### src/rtl/regfile_wr_ctrl.sv
// Write-port controller for the register file: clears every register after reset,
// then arbitrates the single write port between ALU (req0) and load (req1) writebacks.
module regfile_wr_ctrl #(
    parameter int unsigned ADDR_W         = 5,
    parameter int unsigned DATA_W         = 32,
    parameter int unsigned NREGS          = 32,
    parameter int unsigned CLEAR_ON_RESET = 1
) (
    input  logic              clk,
    input  logic              rst,
    input  logic              req0_valid,
    input  logic [ADDR_W-1:0] req0_addr,
    input  logic [DATA_W-1:0] req0_data,
    output logic              req0_ready,
    input  logic              req1_valid,
    input  logic [ADDR_W-1:0] req1_addr,
    input  logic [DATA_W-1:0] req1_data,
    output logic              req1_ready,
    output logic              wr_en,
    output logic [ADDR_W-1:0] wr_addr,
    output logic [DATA_W-1:0] wr_data,
    output logic              init_busy,
    output logic              last_grant
);

    typedef enum logic {
        INIT = 1'b0,
        RUN  = 1'b1
    } state_t;

    localparam logic [ADDR_W-1:0] LAST_ADDR  = ADDR_W'(NREGS - 1);
    localparam state_t            RST_STATE  = (CLEAR_ON_RESET != 0) ? INIT : RUN;
    localparam logic              RST_BUSY   = (CLEAR_ON_RESET != 0);

    state_t            state, state_n;
    logic [ADDR_W-1:0] clr_cnt, clr_cnt_n;
    logic              wr_en_n;
    logic [ADDR_W-1:0] wr_addr_n;
    logic [DATA_W-1:0] wr_data_n;
    logic              init_busy_n;
    logic              last_grant_n;
    logic              grant0, grant1;

    // Round-robin grant: on a tie the requester that did not win last time goes.
    always_comb begin
        grant0 = 1'b0;
        grant1 = 1'b0;
        if (state == RUN) begin
            if (req0_valid && (!req1_valid || last_grant)) begin
                grant0 = 1'b1;
            end else if (req1_valid) begin
                grant1 = 1'b1;
            end
        end
    end

    assign req0_ready = grant0;
    assign req1_ready = grant1;

    always_comb begin
        state_n      = state;
        clr_cnt_n    = clr_cnt;
        wr_en_n      = 1'b0;
        wr_addr_n    = wr_addr;
        wr_data_n    = wr_data;
        init_busy_n  = init_busy;
        last_grant_n = last_grant;
        case (state)
            INIT: begin
                wr_en_n   = 1'b1;
                wr_addr_n = clr_cnt;
                wr_data_n = '0;
                if (clr_cnt == LAST_ADDR) begin
                    state_n     = RUN;
                    init_busy_n = 1'b0;
                end else begin
                    clr_cnt_n = clr_cnt + ADDR_W'(1);
                end
            end
            RUN: begin
                // x0 is hardwired zero: accept the write but keep WE3 low.
                if (grant0) begin
                    wr_en_n      = (req0_addr != '0);
                    wr_addr_n    = req0_addr;
                    wr_data_n    = req0_data;
                    last_grant_n = 1'b0;
                end else if (grant1) begin
                    wr_en_n      = (req1_addr != '0);
                    wr_addr_n    = req1_addr;
                    wr_data_n    = req1_data;
                    last_grant_n = 1'b1;
                end
            end
            default: state_n = RST_STATE;
        endcase
    end

    always_ff @(posedge clk) begin
        if (!rst) begin
            state      <= RST_STATE;
            clr_cnt    <= '0;
            wr_en      <= 1'b0;
            wr_addr    <= '0;
            wr_data    <= '0;
            init_busy  <= RST_BUSY;
            last_grant <= 1'b1;
        end else begin
            state      <= state_n;
            clr_cnt    <= clr_cnt_n;
            wr_en      <= wr_en_n;
            wr_addr    <= wr_addr_n;
            wr_data    <= wr_data_n;
            init_busy  <= init_busy_n;
            last_grant <= last_grant_n;
        end
    end

endmodule

### config.mk
export PLATFORM = sky130hd
export DESIGN_NAME = regfile_wr_ctrl
export DESIGN_NICKNAME = d
export VERILOG_FILES = /design/src/rtl/regfile_wr_ctrl.sv
export SDC_FILE = /design/constraint.sdc
export NUM_CORES = 1
export LEC_CHECK = 0
export ABC_AREA = 1
export CAP_MARGIN = 25
export CORE_MARGIN = 3
export CORE_UTILIZATION = 46
export CTS_CLUSTER_SIZE = 24
export DETAILED_ROUTE_END_ITERATION = 10
export PLACE_DENSITY = 0.87
export SLEW_MARGIN = 5
export SYNTH_ARGS = -nofsm -noshare
export SYNTH_HDL_FRONTEND = slang
export SYNTH_SLANG_ARGS = --single-unit
### constraint.sdc
create_clock -name clk -period 2.9 [get_ports clk]
set_input_delay 0.29 -clock clk [delete_from_list [all_inputs] [get_ports clk]]
set_output_delay 0.29 -clock clk [all_outputs]
set_load 0.03 [all_outputs]
==> impl_metrics.py, run 1 <==
metrics = {
    "synth": {
        "yosys_warnings": 0,
        "syn_inst": 443,
        "synth_edf_count": 0,
        "synthesis.nets": 523,
        "synth_ff_type": "dfxtp_1",
        "synth.top_cell.area_share_pct": 33.9,
        "synth_seq_cells": 46,
        "ys_types": 27,
        "avgSynthCellArea_um2": 6.12,
        "synth-async-reset-ratio_pct": 0,
        "synth_area_leaders": "dfxtp_1 (34%), nand2_1 (21%), inv_1 (12%)",
        "ys_seq_area_share_pct": 33.9,
        "yosysMostFrequentCell": "nand2_1",
        "yosys.area.top_type": "dfxtp_1",
        "netlist_area_um2": 2710,
        "synthTopCellsByCount": "nand2_1 (154), inv_1 (90), dfxtp_1 (46)",
    },
    "power_and_ir_drop": {
        "pwr-share-seq_pct": 49.1,
        "clock_power_share_pct": 35.2,
        "pwr-share-comb_pct": 15.7,
        "total_leakage_power_nw": 2.01,
        "intPower_mw": 1.00,
        "p_sw_share_pct": 23.3,
        "p_per_area_nw_per_um2": 329,
        "peakVddDrop_mv": 0.272,
        "power.switching_mw": 0.305,
    },
    "hold_path": {
        "hold_depth": 2,
        "worstHoldPathType": "flop to flop",
        "min-delay-start": "init_busy",
    },
    "finish": {
        "nets": 634,
        "fill_cells": 469,
        "fin_util_pct": 70.9,
        "register_area_um2": 921,
        "drive_gt1_share_pct": 5.59,
        "multi_input_area_um2": 1230,
        "syn_to_final_growth_pct": 46.6,
        "diodes": 0,
    },
    "sta": {
        "setup_viol": 0,
        "maxSlewViolCount": 0,
        "timing.final.hold_violations": 0,
        "finalSetupTns_ps": 0,
        "tightest_slew_ps": 425,
        "relSlewSlack_pct": 71.6,
        "rsz0062_at_grt": "false",
        "period_needed_ps": 2070,
        "fmax_ghz": 0.484,
        "post-route-period-util_pct": 71.3,
        "skew_ps": 5.03,
    },
    "setup_path": {
        "critPathLaunchType": "input port",
        "required_ps": 2610,
        "crit_path_end_kind": "output port",
        "ff2ff_path_depth": 9,
        "crit_fanout": 27,
        "crit_arrival_ps": 1780,
        "rr_startpoint": "clr_cnt[0]",
        "crit_start": "req1_valid",
        "path_class": "input port to output port",
    },
    "cts": {
        "tritoncts": "built",
        "cts.repair.resized": 0,
        "cts_setup_buffers": 0,
        "worstSkewPairLatency_ps": 300,
        "numCtsBuffers": 5,
        "cts.sinks": 46,
        "cts.path.max_buffers": 2,
        "cts-root-buf": "clkbuf_8",
        "clk_pin_slew_ps": 90,
        "cts_hold_buf": 0,
        "htree_levels": 2,
    },
    "die": {
        "start_util_pct": 48.4,
        "die-area_um2": 6850,
        "ios": 120,
        "die_x_um": 82.8,
        "core.rowCount": 27,
        "die_y_um": 82.8,
        "coreArea_um2": 5610,
    },
    "route": {
        "remaining_drc_errors": 0,
        "drtIter0Drc": 124,
        "vias": 2900,
        "drtAntennaViolNets": 0,
        "first_pass_iters": 5,
        "wl_um": 7430,
        "post_drt_wl_per_cell_um": 11.9,
        "vias_per_cell": 4.63,
    },
    "placed_design": {
        "dp_hpwl_um": 5530,
        "port_buffers": 119,
        "place_congestion": 0.877,
    },
    "global_routing": {
        "grt_pass1_wl_um": 11900,
        "grt_pass1_vias": 2794,
        "grt_start_max_net_pins": 37,
        "grt_usage_pct": 21.8,
        "overflow": 0,
        "antenna_found_initial": 0,
    },
    "run_status": {
        "outcome": "completed",
    },
    "run": {
        "drv_cap": 0,
    },
}
power by group through the flow:
stage / registers [mW] / logic [mW] / clock network (mW)
final: 0.642 / 0.205 / 0.460
after global routing: 0.643 / 0.224 / 0.493
after CTS: 0.642 / 0.206 / 0.470
after detailed placement: 0.657 / 0.204 / 0
after global placement: 0.657 / 0.201 / 0
after floorplan: 0.662 / 0.0722 / 0
worst max-delay path, cell delays in order:
cell and delay, ps:
clkdlybuf4s50_1 520, nand2_4 310, nand3_4 240, inv_1 220, buf_4 190
per-stage QoR:
step                setup WS, ps  std cells  cell area, um^2  hold WS (ps)  total power [mW]
floorplan                   1490        443             2710           449             0.734
global placement             825        619             3870           447             0.858
detailed placement           794        619             3870           446             0.861
CTS                          824        627             3980           459              1.32
global route                 744        627             3980           485              1.36
finish                       833        627             3980           458              1.31
flip-flops by register name, summed over array words and instances (netlist names):
name        cells
last_grant      1
state           1
clr_cnt         5
wr_data        32
init_busy       1
wr_en           1
wr_addr         5
routing by layer:
metal  vias to the layer above  share of wire (%)  track usage (%)  wire length (um)
met1                      1269                 41             25.2              3070
met3                        10                7.5             5.83               561
met5                         -                  0                0                 0
met2                        97                 50             39.9              3730
li1                       1524                  -                -                 -
met4                         0                1.0             5.23                75
cells by family after synthesis:
group	Yosys count	share of synthesized area, %
simple gates	223	35.1
flops	46	33.9
compound gates	46	9.36
buf+inv	126	20.6
fa+ha+maj	2	0.922
layout make-up:
type	instances	area share (%)
tap	72	2.26
multi-input combinational	271	31.0
clock buffer	8	2.77
inverter	106	10.1
timing repair buffer	124	30.8
sequential	46	23.2
path summary, 6_finish.rpt:
path	endpoint	slack [ps]
max	req0_ready	830
max reg2reg	clr_cnt[3]	1260
min	init_busy	460
min reg2reg	init_busy	460
layout by cell type, fill, tap and decap left out:
| master | count |
|---|---|
| o211ai_1 | 2 |
| clkinv_1 | 13 |
| o21ai_0 | 10 |
| nand3b_1 | 1 |
| nor3_1 | 2 |
| nand2_1 | 154 |
| a21oi_1 | 29 |
| inv_4 | 1 |
| nor2_8 | 1 |
| inv_1 | 90 |
| inv_2 | 2 |
| nor2_1 | 22 |
| buf_4 | 7 |
| nor2_4 | 1 |
| nand2_2 | 1 |
| nand3_4 | 1 |
| dfxtp_1 | 46 |
| or2_2 | 1 |
| clkbuf_8 | 8 |
| clkdlybuf4s50_1 | 117 |
| nand3_1 | 36 |
| nand2_4 | 3 |
| ha_1 | 2 |
| a21oi_2 | 5 |
Power figures use the tool's default switching activity.
==> inputs of run 2 (changes only) <==
CORE_UTILIZATION = 38   (was 46)
PLACE_DENSITY = 0.77   (was 0.87)
clock period = 1.9 ns   (was 2.9 ns; I/O delays follow)
==> impl_metrics.py, run 2 (synthesized netlist as in run 1, its figures left out) <==
metrics = {
    "die": {
        "die-area_um2": 8190,
        "die_y_um": 90.5,
        "ios": 120,
        "start_util_pct": 39.5,
        "core.rowCount": 30,
        "die_x_um": 90.5,
        "coreArea_um2": 6870,
    },
    "sta": {
        "tightest_slew_ps": 417,
        "skew_ps": 5.96,
        "maxSlewViolCount": 0,
        "finalSetupTns_ps": 0,
        "post-route-period-util_pct": 88.6,
        "period_needed_ps": 1680,
        "relSlewSlack_pct": 72.2,
        "rsz0062_at_grt": "false",
        "timing.final.hold_violations": 0,
        "setup_viol": 0,
        "fmax_ghz": 0.594,
    },
    "cts": {
        "cts-root-buf": "clkbuf_8",
        "cts_hold_buf": 0,
        "numCtsBuffers": 5,
        "cts_setup_buffers": 0,
        "cts.sinks": 46,
        "worstSkewPairLatency_ps": 290,
        "cts.repair.resized": 0,
        "cts.path.max_buffers": 2,
        "tritoncts": "built",
        "clk_pin_slew_ps": 90,
        "htree_levels": 2,
    },
    "power_and_ir_drop": {
        "finalPower_mw": 2.18,
        "peakVddDrop_mv": 0.281,
        "total_leakage_power_nw": 2.04,
        "p_per_area_nw_per_um2": 534,
    },
    "run_status": {
        "outcome": "completed",
    },
    "placed_design": {
        "port_buffers": 119,
        "dp_hpwl_um": 5470,
        "place_congestion": 0.963,
    },
    "global_routing": {
        "antenna_found_initial": 0,
        "grt_pass1_wl_um": 12400,
        "overflow": 0,
        "grt_pass1_vias": 2695,
        "grt_start_max_net_pins": 37,
        "grt_usage_pct": 17.9,
    },
    "route": {
        "wl_um": 7270,
        "drtIter0Drc": 153,
        "remaining_drc_errors": 0,
        "first_pass_iters": 4,
        "vias": 2894,
        "drtAntennaViolNets": 0,
        "post_drt_wl_per_cell_um": 11.1,
        "vias_per_cell": 4.43,
    },
    "setup_path": {
        "crit_cells": 6,
        "path_delay_family": "buffers and inverters",
        "path_cells": "clkdlybuf4s50_1 -> buf_12 -> nand2_4 -> nand2_2 -> inv_1 -> buf_4",
        "ff2ff_path_depth": 9,
        "path_class": "input port to output port",
        "cp_num_buf_inv": 4,
        "slowest_delay_ps": 590,
        "critPathLaunchType": "input port",
        "slowest_stage": "clkdlybuf4s50_1",
        "crit_arrival_ps": 1490,
        "crit_fanout": 27,
        "crit_path_end_kind": "output port",
        "required_ps": 1710,
    },
    "finish": {
        "mostFrequentLayoutCell": "nand2_1",
        "layout_common_cells": "nand2_1 (154), clkdlybuf4s50_1 (117), inv_1 (90), dfxtp_1 (46), nand3_1 (36)",
        "drive_gt1_share_pct": 6.09,
        "largest_reg_flops": 32,
        "largest-register": "wr_data",
        "nets": 637,
        "top_regs": "wr_data x32, clr_cnt x5, wr_addr x5",
        "diodes": 0,
        "syn_to_final_growth_pct": 50.7,
    },
    "hold_path": {
        "hold_depth": 2,
        "worstHoldPathType": "flop to flop",
    },
    "run": {
        "drv_cap": 0,
    },
}
run 2: worst min-delay path, stage by stage, from the launching register on:
cell and delay [ps]:
dfxtp_1 320, nand2_1 60, nand2_1 40
run 2: layout make-up:
type / count / area, um^2
inverter: 106 / 400
tap: 96 / 120
timing repair buffer: 127 / 1270
sequential: 46 / 921
multi-input combinational: 271 / 1230
fill: 660 / 2780
clock buffer: 6 / 82.6
clock inverter: 2 / 60.1
run 2: worst paths after layout:
| check | start | to | slack, ps |
|---|---|---|---|
| max | req0_valid | req1_ready | 220 |
| min | init_busy | init_busy | 460 |
| max reg2reg | clr_cnt[1] | clr_cnt[3] | 320 |
| min reg2reg | init_busy | init_busy | 460 |
run 2: routing by layer:
metal,vias to the layer above,global-route usage (%),wire [um]
met5,-,0,0
met3,10,5.83,568
met4,0,4.97,97
met2,104,30.9,3560
met1,1249,21.1,3040
li1,1531,-,-
run 2: power by group:
part | switching, mW | internal, mW | total (mW)
clock | 0.325 | 0.561 | 0.886
combinational | 0.120 | 0.194 | 0.314
sequential | 0.00832 | 0.973 | 0.982
run 2: metrics by stage:
stage | setup WS (ps) | cells | hold WS, ps | cell area [um^2] | util [%]
6_report | 217 | 654 | 455 | 4090 | 59.5
4_1_cts | 206 | 654 | 464 | 4090 | 59.5
2_1_floorplan | 491 | 443 | 378 | 2710 | -
5_1_grt | 125 | 654 | 482 | 4090 | 59.5
3_5_place_dp | 166 | 646 | 449 | 3950 | 57.4
3_3_place_gp | 210 | 646 | 446 | 3950 | 57.4
